<file path="src/rtl/alu_req_arbiter.sv">
// Two-requester round-robin front end for the shared tinyalu datapath.
// Accepts one request at a time, runs it through the ALU start/done handshake and strobes the result back.
module alu_req_arbiter #(
  parameter int unsigned TIMEOUT = 16
) (
  input  logic        clk,
  input  logic        reset_n,
  input  logic [1:0]  req_valid,
  output logic [1:0]  req_ready,
  input  logic [7:0]  req_A0,
  input  logic [7:0]  req_B0,
  input  logic [7:0]  req_A1,
  input  logic [7:0]  req_B1,
  input  logic [2:0]  req_op0,
  input  logic [2:0]  req_op1,
  output logic [1:0]  rsp_valid,
  output logic [15:0] rsp_result,
  output logic        rsp_err,
  output logic [7:0]  alu_A,
  output logic [7:0]  alu_B,
  output logic [2:0]  alu_op,
  output logic        alu_start,
  input  logic        alu_done,
  input  logic [15:0] alu_result,
  output logic        busy
);

  typedef enum logic [1:0] {
    ST_IDLE,
    ST_BUSY,
    ST_RESP
  } state_t;

  localparam logic [7:0] TMO_LAST = 8'(TIMEOUT - 1);

  state_t      r_state;
  state_t      w_state_nxt;
  logic        r_last_grant;
  logic        r_owner;
  logic [7:0]  r_A;
  logic [7:0]  r_B;
  logic [2:0]  r_op;
  logic [7:0]  r_timer;
  logic [15:0] r_result;
  logic        r_err;

  logic        w_any;
  logic        w_gnt;
  logic        w_accept;
  logic [7:0]  w_sel_A;
  logic [7:0]  w_sel_B;
  logic [2:0]  w_sel_op;
  logic        w_load_rsp;
  logic [15:0] w_rsp_result;
  logic        w_rsp_err;

  // With both requesters valid the one that did not win last time gets the grant.
  always_comb begin
    w_any    = |req_valid;
    w_gnt    = (req_valid == 2'b11) ? ~r_last_grant : req_valid[1];
    w_accept = (r_state == ST_IDLE) && w_any;
    w_sel_A  = w_gnt ? req_A1  : req_A0;
    w_sel_B  = w_gnt ? req_B1  : req_B0;
    w_sel_op = w_gnt ? req_op1 : req_op0;
  end

  always_comb begin
    w_state_nxt  = r_state;
    w_load_rsp   = 1'b0;
    w_rsp_result = '0;
    w_rsp_err    = 1'b0;
    unique case (r_state)
      ST_IDLE: begin
        if (w_accept) begin
          unique case (w_sel_op)
            3'd1, 3'd2, 3'd3, 3'd4: w_state_nxt = ST_BUSY;
            3'd0: begin
              w_state_nxt = ST_RESP;
              w_load_rsp  = 1'b1;
            end
            default: begin
              w_state_nxt = ST_RESP;
              w_load_rsp  = 1'b1;
              w_rsp_err   = 1'b1;
            end
          endcase
        end
      end
      ST_BUSY: begin
        // done takes priority over a timeout landing in the same cycle
        if (alu_done) begin
          w_state_nxt  = ST_RESP;
          w_load_rsp   = 1'b1;
          w_rsp_result = alu_result;
        end else if (r_timer == TMO_LAST) begin
          w_state_nxt = ST_RESP;
          w_load_rsp  = 1'b1;
          w_rsp_err   = 1'b1;
        end
      end
      ST_RESP: w_state_nxt = ST_IDLE;
      default: w_state_nxt = ST_IDLE;
    endcase
  end

  always_ff @(posedge clk or negedge reset_n) begin
    if (!reset_n) begin
      r_state      <= ST_IDLE;
      r_last_grant <= 1'b1;
      r_owner      <= 1'b0;
      r_A          <= '0;
      r_B          <= '0;
      r_op         <= '0;
      r_timer      <= '0;
      r_result     <= '0;
      r_err        <= 1'b0;
    end else begin
      r_state <= w_state_nxt;
      if (w_accept) begin
        r_A          <= w_sel_A;
        r_B          <= w_sel_B;
        r_op         <= w_sel_op;
        r_owner      <= w_gnt;
        r_last_grant <= w_gnt;
      end
      if (r_state == ST_BUSY) begin
        r_timer <= r_timer + 8'd1;
      end else begin
        r_timer <= '0;
      end
      // Response fields persist after the strobe until the next response loads them.
      if (w_load_rsp) begin
        r_result <= w_rsp_result;
        r_err    <= w_rsp_err;
      end
    end
  end

  always_comb begin
    req_ready = '0;
    if (reset_n && w_accept) begin
      req_ready = w_gnt ? 2'b10 : 2'b01;
    end
    rsp_valid = '0;
    if (r_state == ST_RESP) begin
      rsp_valid = r_owner ? 2'b10 : 2'b01;
    end
  end

  assign rsp_result = r_result;
  assign rsp_err    = r_err;
  assign alu_A      = r_A;
  assign alu_B      = r_B;
  assign alu_op     = r_op;
  assign alu_start  = (r_state == ST_BUSY);
  assign busy       = (r_state != ST_IDLE);

endmodule

</file>
<file path="config.mk">
export PLATFORM = sky130hd
export DESIGN_NAME = alu_req_arbiter
export DESIGN_NICKNAME = d
export VERILOG_FILES = /design/src/rtl/alu_req_arbiter.sv
export SDC_FILE = /design/constraint.sdc
export NUM_CORES = 1
export LEC_CHECK = 0
export ABC_AREA = 1
export CAP_MARGIN = 20
export CORE_MARGIN = 2
export CORE_UTILIZATION = 45
export DETAILED_ROUTE_END_ITERATION = 7
export HOLD_SLACK_MARGIN = 0.02
export PLACE_DENSITY = 0.9
export SETUP_SLACK_MARGIN = 0.1
export SLEW_MARGIN = 20
export SYNTH_ARGS = -nofsm -noshare
export SYNTH_HDL_FRONTEND = slang
export SYNTH_SLANG_ARGS = --single-unit
</file>
<file path="constraint.sdc">
create_clock -name clk -period 3.6 [get_ports clk]
set_input_delay 0.72 -clock clk [delete_from_list [all_inputs] [get_ports clk]]
set_output_delay 0.72 -clock clk [all_outputs]
set_load 0.005 [all_outputs]
</file>
== Word level (Yosys, flattened, before mapping) ==
Cells that the tools add are included.

* Register bits: 48
* Output and inout bits: 42
* Logic and storage cells: 55
* Bits of input ports: 59

* Mux-type cells: 25
* Eq/ne operators: 10
* Reduce and logical (&&, ||, !) cells: 9
* Add/sub/neg operators: 1
* Bitwise operators: 1

{| class="wikitable"
|+ Operators by type and width
! cell !! count
|-
| $mux 16 || 2
|-
| $mux 8 || 3
|-
| $mux 2 || 8
|-
| $add 8x1->8 const B || 1
|-
| $eq 8x4->1 const B || 1
|-
| $mux 1 || 8
|-
| $eq 3x2->1 const B || 2
|-
| $reduce_or 5->1 || 1
|-
| $eq 2x2->1 const B || 2
|-
| $pmux 1 s2 || 2
|-
| $pmux 2 s2 || 1
|-
| $reduce_or 4->1 || 1
|-
| $eq 3x1->1 const B || 1
|-
| $eq 3x3->1 const B || 1
|-
| $logic_not 3->1 || 1
|-
| $mux 3 || 1
|-
| $ne 3x1->1 const B || 1
|-
| $eq 2x1->1 const B || 1
|-
| $logic_and 1x1->1 || 2
|-
| $logic_not 2->1 || 1
|-
| $ne 2x2->1 const B || 1
|-
| $reduce_and 2->1 || 1
|-
| $reduce_bool 2->1 || 1
|-
| $reduce_or 2->1 || 1
|-
| $not 1->1 || 1
|}

== Logic depth before layout (Yosys ltp) ==
* Depth in word-level cells: 8
* Gate-level depth with buffers: 11

== Least setup slack after synthesis ==
OpenSTA, ideal clock, no wires.

* Path kind: input port to output port
* Start: input req_valid[1]
* End: output req_ready[0]
* Path slack: 1,443 ps
* Data arrival time: 1,437 ps
* Path buffers: 2
* Stages: 6
* Path through: nor2_1 > nor2_4 > buf_4 > inv_2 > buf_2 > nor3_1

* Longest elaborated chain between the ends: 4
* Elaborated cells on any way between the ends: 7
* Those cells by class: 1 x eq/ne; 3 x mux; 3 x reduce/logical

{| class="wikitable"
|+ Ends and longest elaborated chain
! what !! RTL line !! RTL
|-
| from (decl) || 8 || <nowiki>input logic [1:0] req_valid,</nowiki>
|-
| $eq 2x2->1 / $reduce_or 2->1 (equally long branches) || 60, 59 ||
|-
| $mux 1 / $logic_and 1x1->1 (equally long branches) || 60, 61 ||
|-
| $mux 2 / $logic_and 1x1->1 (equally long branches) || 142, 141 ||
|-
| $mux 2 * || 141 || <nowiki>if (reset_n && w_accept) begin</nowiki>
|-
| to (decl) || 9 || <nowiki>output logic [1:0] req_ready,</nowiki>
|}

Mark *: on every way between the ends. The rest lies on a longest branch, timed or not.

== Worst setup path after layout ==
* Start: input req_valid[1]
* End: output req_ready[1]

The elaborated chain is that of the path after synthesis.

==> summary.txt <==
Clocking
  – CTS root buf: clkbuf_8
  – CTS Sinks: 48
  – Clock buffer depth: 2
  – Hold buffer count at CTS: 0
  – H-tree depth: 2
  – Num CTS Buffers: 5
  – Post-CTS Setup Bufs: 0
  – Clk_lat worst skew: 0.30 ns
  – CTS resizes: 0
  – TritonCTS clock tree: yes
  – Clock transition at path regs: 0.08 ns

Power and ir drop
  – P_leak: 1.532 nW
  – Total power: 2.169 mW
  – Pwr dens: 637.7 nW/um^2
  – Worst vdd ir: 0.4473 mV

Die
  – Core Region: 4786 um^2
  – DIE AREA: 5634 um^2
  – I/O pin count: 101
  – Starting Density: 47.48%
  – Cell row count: 25
  – Die H: 75.06 um
  – Die width: 75.06 um

Setup path
  – Reg2Reg Depth: 8
  – Critical path class: input pin to output port
  – Worst Path Arrival: 2.39 ns
  – CP Launch Type: input pin
  – Worst Path Required: 2.88 ns
  – CP endpoint kind: output port
  – Crit-path max FO: 18

Finish
  – Fillers: 371
  – Post-layout util: 71.09%
  – Layout cells sized above 1: 11.57%
  – Ant diodes: 0
  – Post-layout nets: 422
  – Layout area overhead: 49.72%

Drt
  – Vias per inst: 4.926
  – Starting DRT DRC Count: 111
  – DRC viols: 0
  – DR pass1 iterations: 4
  – Drt wl/cell: 13.73 um
  – Routed Antenna Nets: 0
  – Total vias in the final route: 2118
  – Final wirelength: 5905 um

Global route
  – Vias in the first global route: 2179
  – Initial antenna violation count: 0
  – First-pass GRT wire length: 9522 um
  – Largest net degree at the start of global routing: 49
  – GR Overflow Total: 0
  – Total track usage: 22.22%

Yosys
  – Synth area leaders: dfrtp_1 52%, nand2_1 11%, o21ai_0 7.3%
  – Count of cell types in the netlist: 25
  – Syn nets: 321
  – Post-synth top area cell: dfrtp_1
  – Avg Cell Area, Syn: 8.706 um^2
  – Ys Warns: 0
  – Seq cells post-synth: 48
  – Post-synthesis sequential area ratio: 52.92%
  – Mapped Area: 2272 um^2
  – Synth top area share: 51.76%
  – Synthesized instance count: 261

STA
  – Clock skew: 0.004797 ns
  – Period utilization: 86.33%
  – Pin slew with the least headroom to its limit: 0.7976 ns
  – RSZ-0062 raised after global routing: no
  – Slew HR: 46.70%
  – Slew Viols, Final: 0
  – Setup TNS: 0 ns
  – Fin crit period: 3.108 ns
  – Fmax: 321.8 MHz
  – Final setup vio count: 0
  – Final Hold Violating Endpoints: 0

Place
  – Hpwl dp: 4274 um
  – # port buffers: 100
  – Routability cong.: 0.8369

Min path
  – Worst hold path type: flop to flop
  – Hold depth: 2

Status
  – Outcome: finished, final reports clean

Run
  – Max Cap Viol: 0
## metal layers
layer	track usage [%]	part of all wire, %
met1	25.41	40
met2	39.57	52
met3	5.489	5.8
met4	9.127	2.3
met5	0	0
## cells in the final DEF, fill, tap and decap left out, types with 2 or more instances in the layout
cell,netlist,final
buf_4,2,4
nand2_1,68,68
nor3_1,4,4
a21oi_1,5,5
dfrtp_1,47,47
o21ai_0,33,33
nor2_4,2,2
nand3_1,12,12
nand3_2,10,10
inv_1,11,11
nor2_1,30,30
clkdlybuf4s50_1,0,99
clkbuf_8,0,6
o21ai_1,8,8
nand2_4,5,5
nand2_2,4,4
inv_2,6,6
## critical path: stages
cell and delay (ns):
clkdlybuf4s50_1 0.56, nand2_2 0.09, inv_2 0.23, nand2_1 0.14
nor2_1 0.13, clkdlybuf4s50_1 0.51
## Yosys cell counts
library cell and instances:
buf_4 2, a21oi_1 5, nor2_4 2, buf_6 1
inv_2 6, buf_12 1, dfrtp_1 47, dfstp_2 1
nand4_1 1, o21ai_1 8, nand3_2 10, o21ai_0 33
nor2_1 30, nand2_1 68, inv_1 11, nor3_1 4
buf_2 4, nand2_2 4, nand3b_1 1, clkbuf_1 2
nand3_4 1, nand2_4 5, nand3_1 12, ha_1 1
nor2_2 1
## state kept, by name (all words and copies together), names as in the netlist
signal	count
r_last_grant	1
alu_op	3
rsp_result	16
r_timer	8
r_state	2
alu_A	8
alu_B	8
rsp_err	1
r_owner	1
## through the flow
stage,hold slack [ns],instances,cell area (um^2),setup WS [ns]
2_1_floorplan,0.4244,261,2272,1.443
6_report,0.4695,430,3402,0.4921
3_3_place_gp,0.4463,422,3308,0.5888
4_1_cts,0.4731,430,3402,0.4960
3_5_place_dp,0.4613,422,3308,0.5152
5_1_grt,0.5032,430,3402,0.4294
## report_power, final
group          switching [mW]  leakage, nW  internal [mW]  total [mW]
clock                   0.173       0.0445          0.156       0.329
sequential              0.119        0.614          0.736       0.855
combinational           0.458        0.874          0.527       0.985
## path summary, 6_finish.rpt
check / end / slack (ns) / start
worst max register to register: rsp_result[3]$_DFFE_PN0P_ / 1.73 / r_timer[0]$_DFF_PN0_
worst min register to register: r_last_grant$_DFFE_PN1P_ / 0.47 / r_last_grant$_DFFE_PN1P_
max in group asynchronous: alu_B[5]$_DFFE_PN0P_ / 2.63 / reset_n
min in group asynchronous: rsp_result[14]$_DFFE_PN0P_ / 0.57 / reset_n
worst max-delay path: req_ready[1] / 0.49 / req_valid[1]
worst min-delay path: r_last_grant$_DFFE_PN1P_ / 0.47 / r_last_grant$_DFFE_PN1P_
## kinds of logic (layout without fill, tap and decap cells)
kind of cell,after synthesis,after routing,share of synthesized area [%]
compound gates,46,46,10.13
fa+ha+maj,1,1,0.5506
buf+inv,27,129,6.057
simple gates,139,139,30.34
flops,48,48,52.92
## cell type report
type	count	area, um^2	area share [%]
flip-flops and latches	48	1202	35.34
repair buffers	104	1026	30.16
multi-input cells	186	932.1	27.40
clock buffers	7	86.33	2.538
well taps	67	83.83	2.464
inverters	17	63.81	1.876
clock inverters	1	7.507	0.2207
(Power assumes the default switching activity.)
==> RTL edit: new RTL, same flow settings <==
The 3 states of `state_t` get a one-hot encoding in 3 bits.
--- a/src/rtl/alu_req_arbiter.sv
+++ b/src/rtl/alu_req_arbiter.sv
@@ -26,8 +26,8 @@
 );
 
-  typedef enum logic [1:0] {
-    ST_IDLE,
-    ST_BUSY,
-    ST_RESP
+  typedef enum logic [2:0] {
+    ST_IDLE = 3'b001,
+    ST_BUSY = 3'b010,
+    ST_RESP = 3'b100
   } state_t;
 
Check against the original RTL: no difference found for any inputs over 10 cycles, from zero or initial values and one cycle with reset_n low; not proved beyond that.
==> RTL edit against the original RTL <==
- critical path depth stayed put
- global-route usage fell by 1.1 points
- clock skew rose by 0.0038 ns
- maximum frequency decreased by 0.93%
- power is 14% higher
- sequential cell count increased by 1
- first-iteration DRC count shrank 7.2%
- routed wire length is 3.9% lower
- design area up 2.0%
- clock power rose by 23%
- worst setup slack worse by 0.029 ns
- synthesized area rose by 1.3%
- largest cell class unchanged
==> RTL edit: results (changes against the original RTL) <==
status: "finished clean"
final_hold_viol_count: 0  # unchanged
seq_power_uw: 927  # +8.4%
route.detailed.wl_per_inst_um: 12.96  # -5.6%
place_worst_setup_slack_ns: 0.4645  # -0.05071 ns
number_of_inserted_diodes: 0  # unchanged
vias_per_cell: 4.879  # -0.95%
timing_worst_slew_pin_value_ns: 0.9388  # +0.1412 ns
cp_max_fo: 8  # -10
cpMaxStageDelayCell: "clkdlybuf4s50_1"
clock_latency_ns: 0.30  # about the same
largest_net_degree_at_the_start_of_global_routing: 50  # +2.0%
postSynthNetCount: 325  # +1.2%
synth_top_cell_by_area: "dfrtp_1"
worst_path_dominant_cell_family: "buffers and inverters"
initialDrtViolationCount: 103  # -7.2%
placement.io_buffers: 100  # unchanged
drt_pre_antenna_iters: 4  # unchanged
ys_top_cells_by_count: "nand2_1 (68), dfrtp_1 (47), nor2_1 (34)"
sequential_to_total_area_share_from_yosys_stat_pct: 53.37  # +0.45 points
crit-reg2reg-launch: "r_last_grant"
cts-buffers-inserted: 5  # unchanged
netlist_top_cells_area: "dfrtp_1 (51%), nand2_1 (11%), o21ai_0 (5.9%), nor2_1 (5.5%), nand3_2 (4.8%)"
cts_htree_levels: 2  # unchanged
yosysUniqueCellTypes: 24  # -4.0%
post_dp_hpwl_um: 4172  # -2.4%
skew_ns: 0.008584  # +0.003788 ns
wire_length_of_the_first_global_routing_pass_um: 9163  # -3.8%
power.leakage_uw: 0.001572  # +2.6%
fill_cell_total_of_the_finished_layout: 408  # +10%
yosysWarningCount: 0  # unchanged
via_count_of_the_first_global_routing_pass: 2051  # -5.9%
powerClk_uw: 405  # +23%
clk_root_buffer_cell: "clkbuf_8"
largest_reg_flops: 16  # unchanged
timing_startpoint_of_the_critical_path: "req_valid[1]"
antenna_found_initial: 0  # unchanged
critical-path-max-stage-delay_ns: 0.56  # about the same
worstHoldPathType: "flip-flop to flip-flop"
worst_ep_arrival_time_ns: 2.42  # +0.03 ns
power.ir.vdd_worst_mv: 0.3095  # -31%
p_switching_uw: 833.5  # +11%
final_layout_size_suffix_gt1_share_pct: 10.60  # -0.97 points
final_nets: 427  # +1.2%
worstHoldStart: "r_last_grant"
groute.usage.overall_pct: 21.14  # -1.1 points
routabilityCongestion: 0.8191  # -2.1%
cts_resized: 0  # unchanged
-- RTL edit: path summary, 6_finish.rpt --
kind	cells after the start	end	slack [ns]
max in group asynchronous	2	alu_A[2]	2.66
min in group asynchronous	2	alu_B[6]	0.53
worst min-delay path	2	r_last_grant	0.48
worst max-delay path	6	req_ready[0]	0.46
worst max register to register	10	rsp_result[3]	1.66
worst min register to register	2	r_last_grant	0.48
-- RTL edit: layout make-up --
cell class	instances	share of cell area, %
clock buffers	6	2.379
clock inverters	2	1.081
inverters	18	1.947
multi-input cells	188	26.89
flip-flops and latches	49	35.40
well taps	70	2.523
repair buffers	105	29.78
-- RTL edit: worst reg2reg max path: cells and delay by family (launching register included) --
kind,cells,cell delay [ns]
simple gates,9,1.04
flops,1,0.55
buf+inv,1,0.25
-- RTL edit: metal layers --
layer	wire length, µm	vias to the layer above	GRT usage, %
met5	0	-	0
met4	119	0	6.628
met3	419	13	5.952
met2	2883	69	35.85
met1	2253	999	26.24
li1	-	1056	-
-- RTL edit: stage by stage --
step                      area [µm²]  total power [µW]  instances  utilization [%]  hold slack, ns
after floorplan                 2302              1458        265                -          0.4244
after global placement          3351              2051        430            66.88          0.4510
after detailed placement        3351              2089        430            66.88          0.4686
after CTS                       3471              2505        438            69.28          0.4810
after global routing            3471              2686        438            69.28          0.4966
final                           3471              2476        438            69.28          0.4818
-- RTL edit: kinds of logic after synthesis --
| kind of cell | synth area share (%) |
|---|---|
| AOI/OAI and AO/OA | 9.782 |
| buffers and inverters | 6.087 |
| and+or+nand+nor | 30.22 |
| adders and majority gates | 0.5434 |
| DFF | 53.37 |
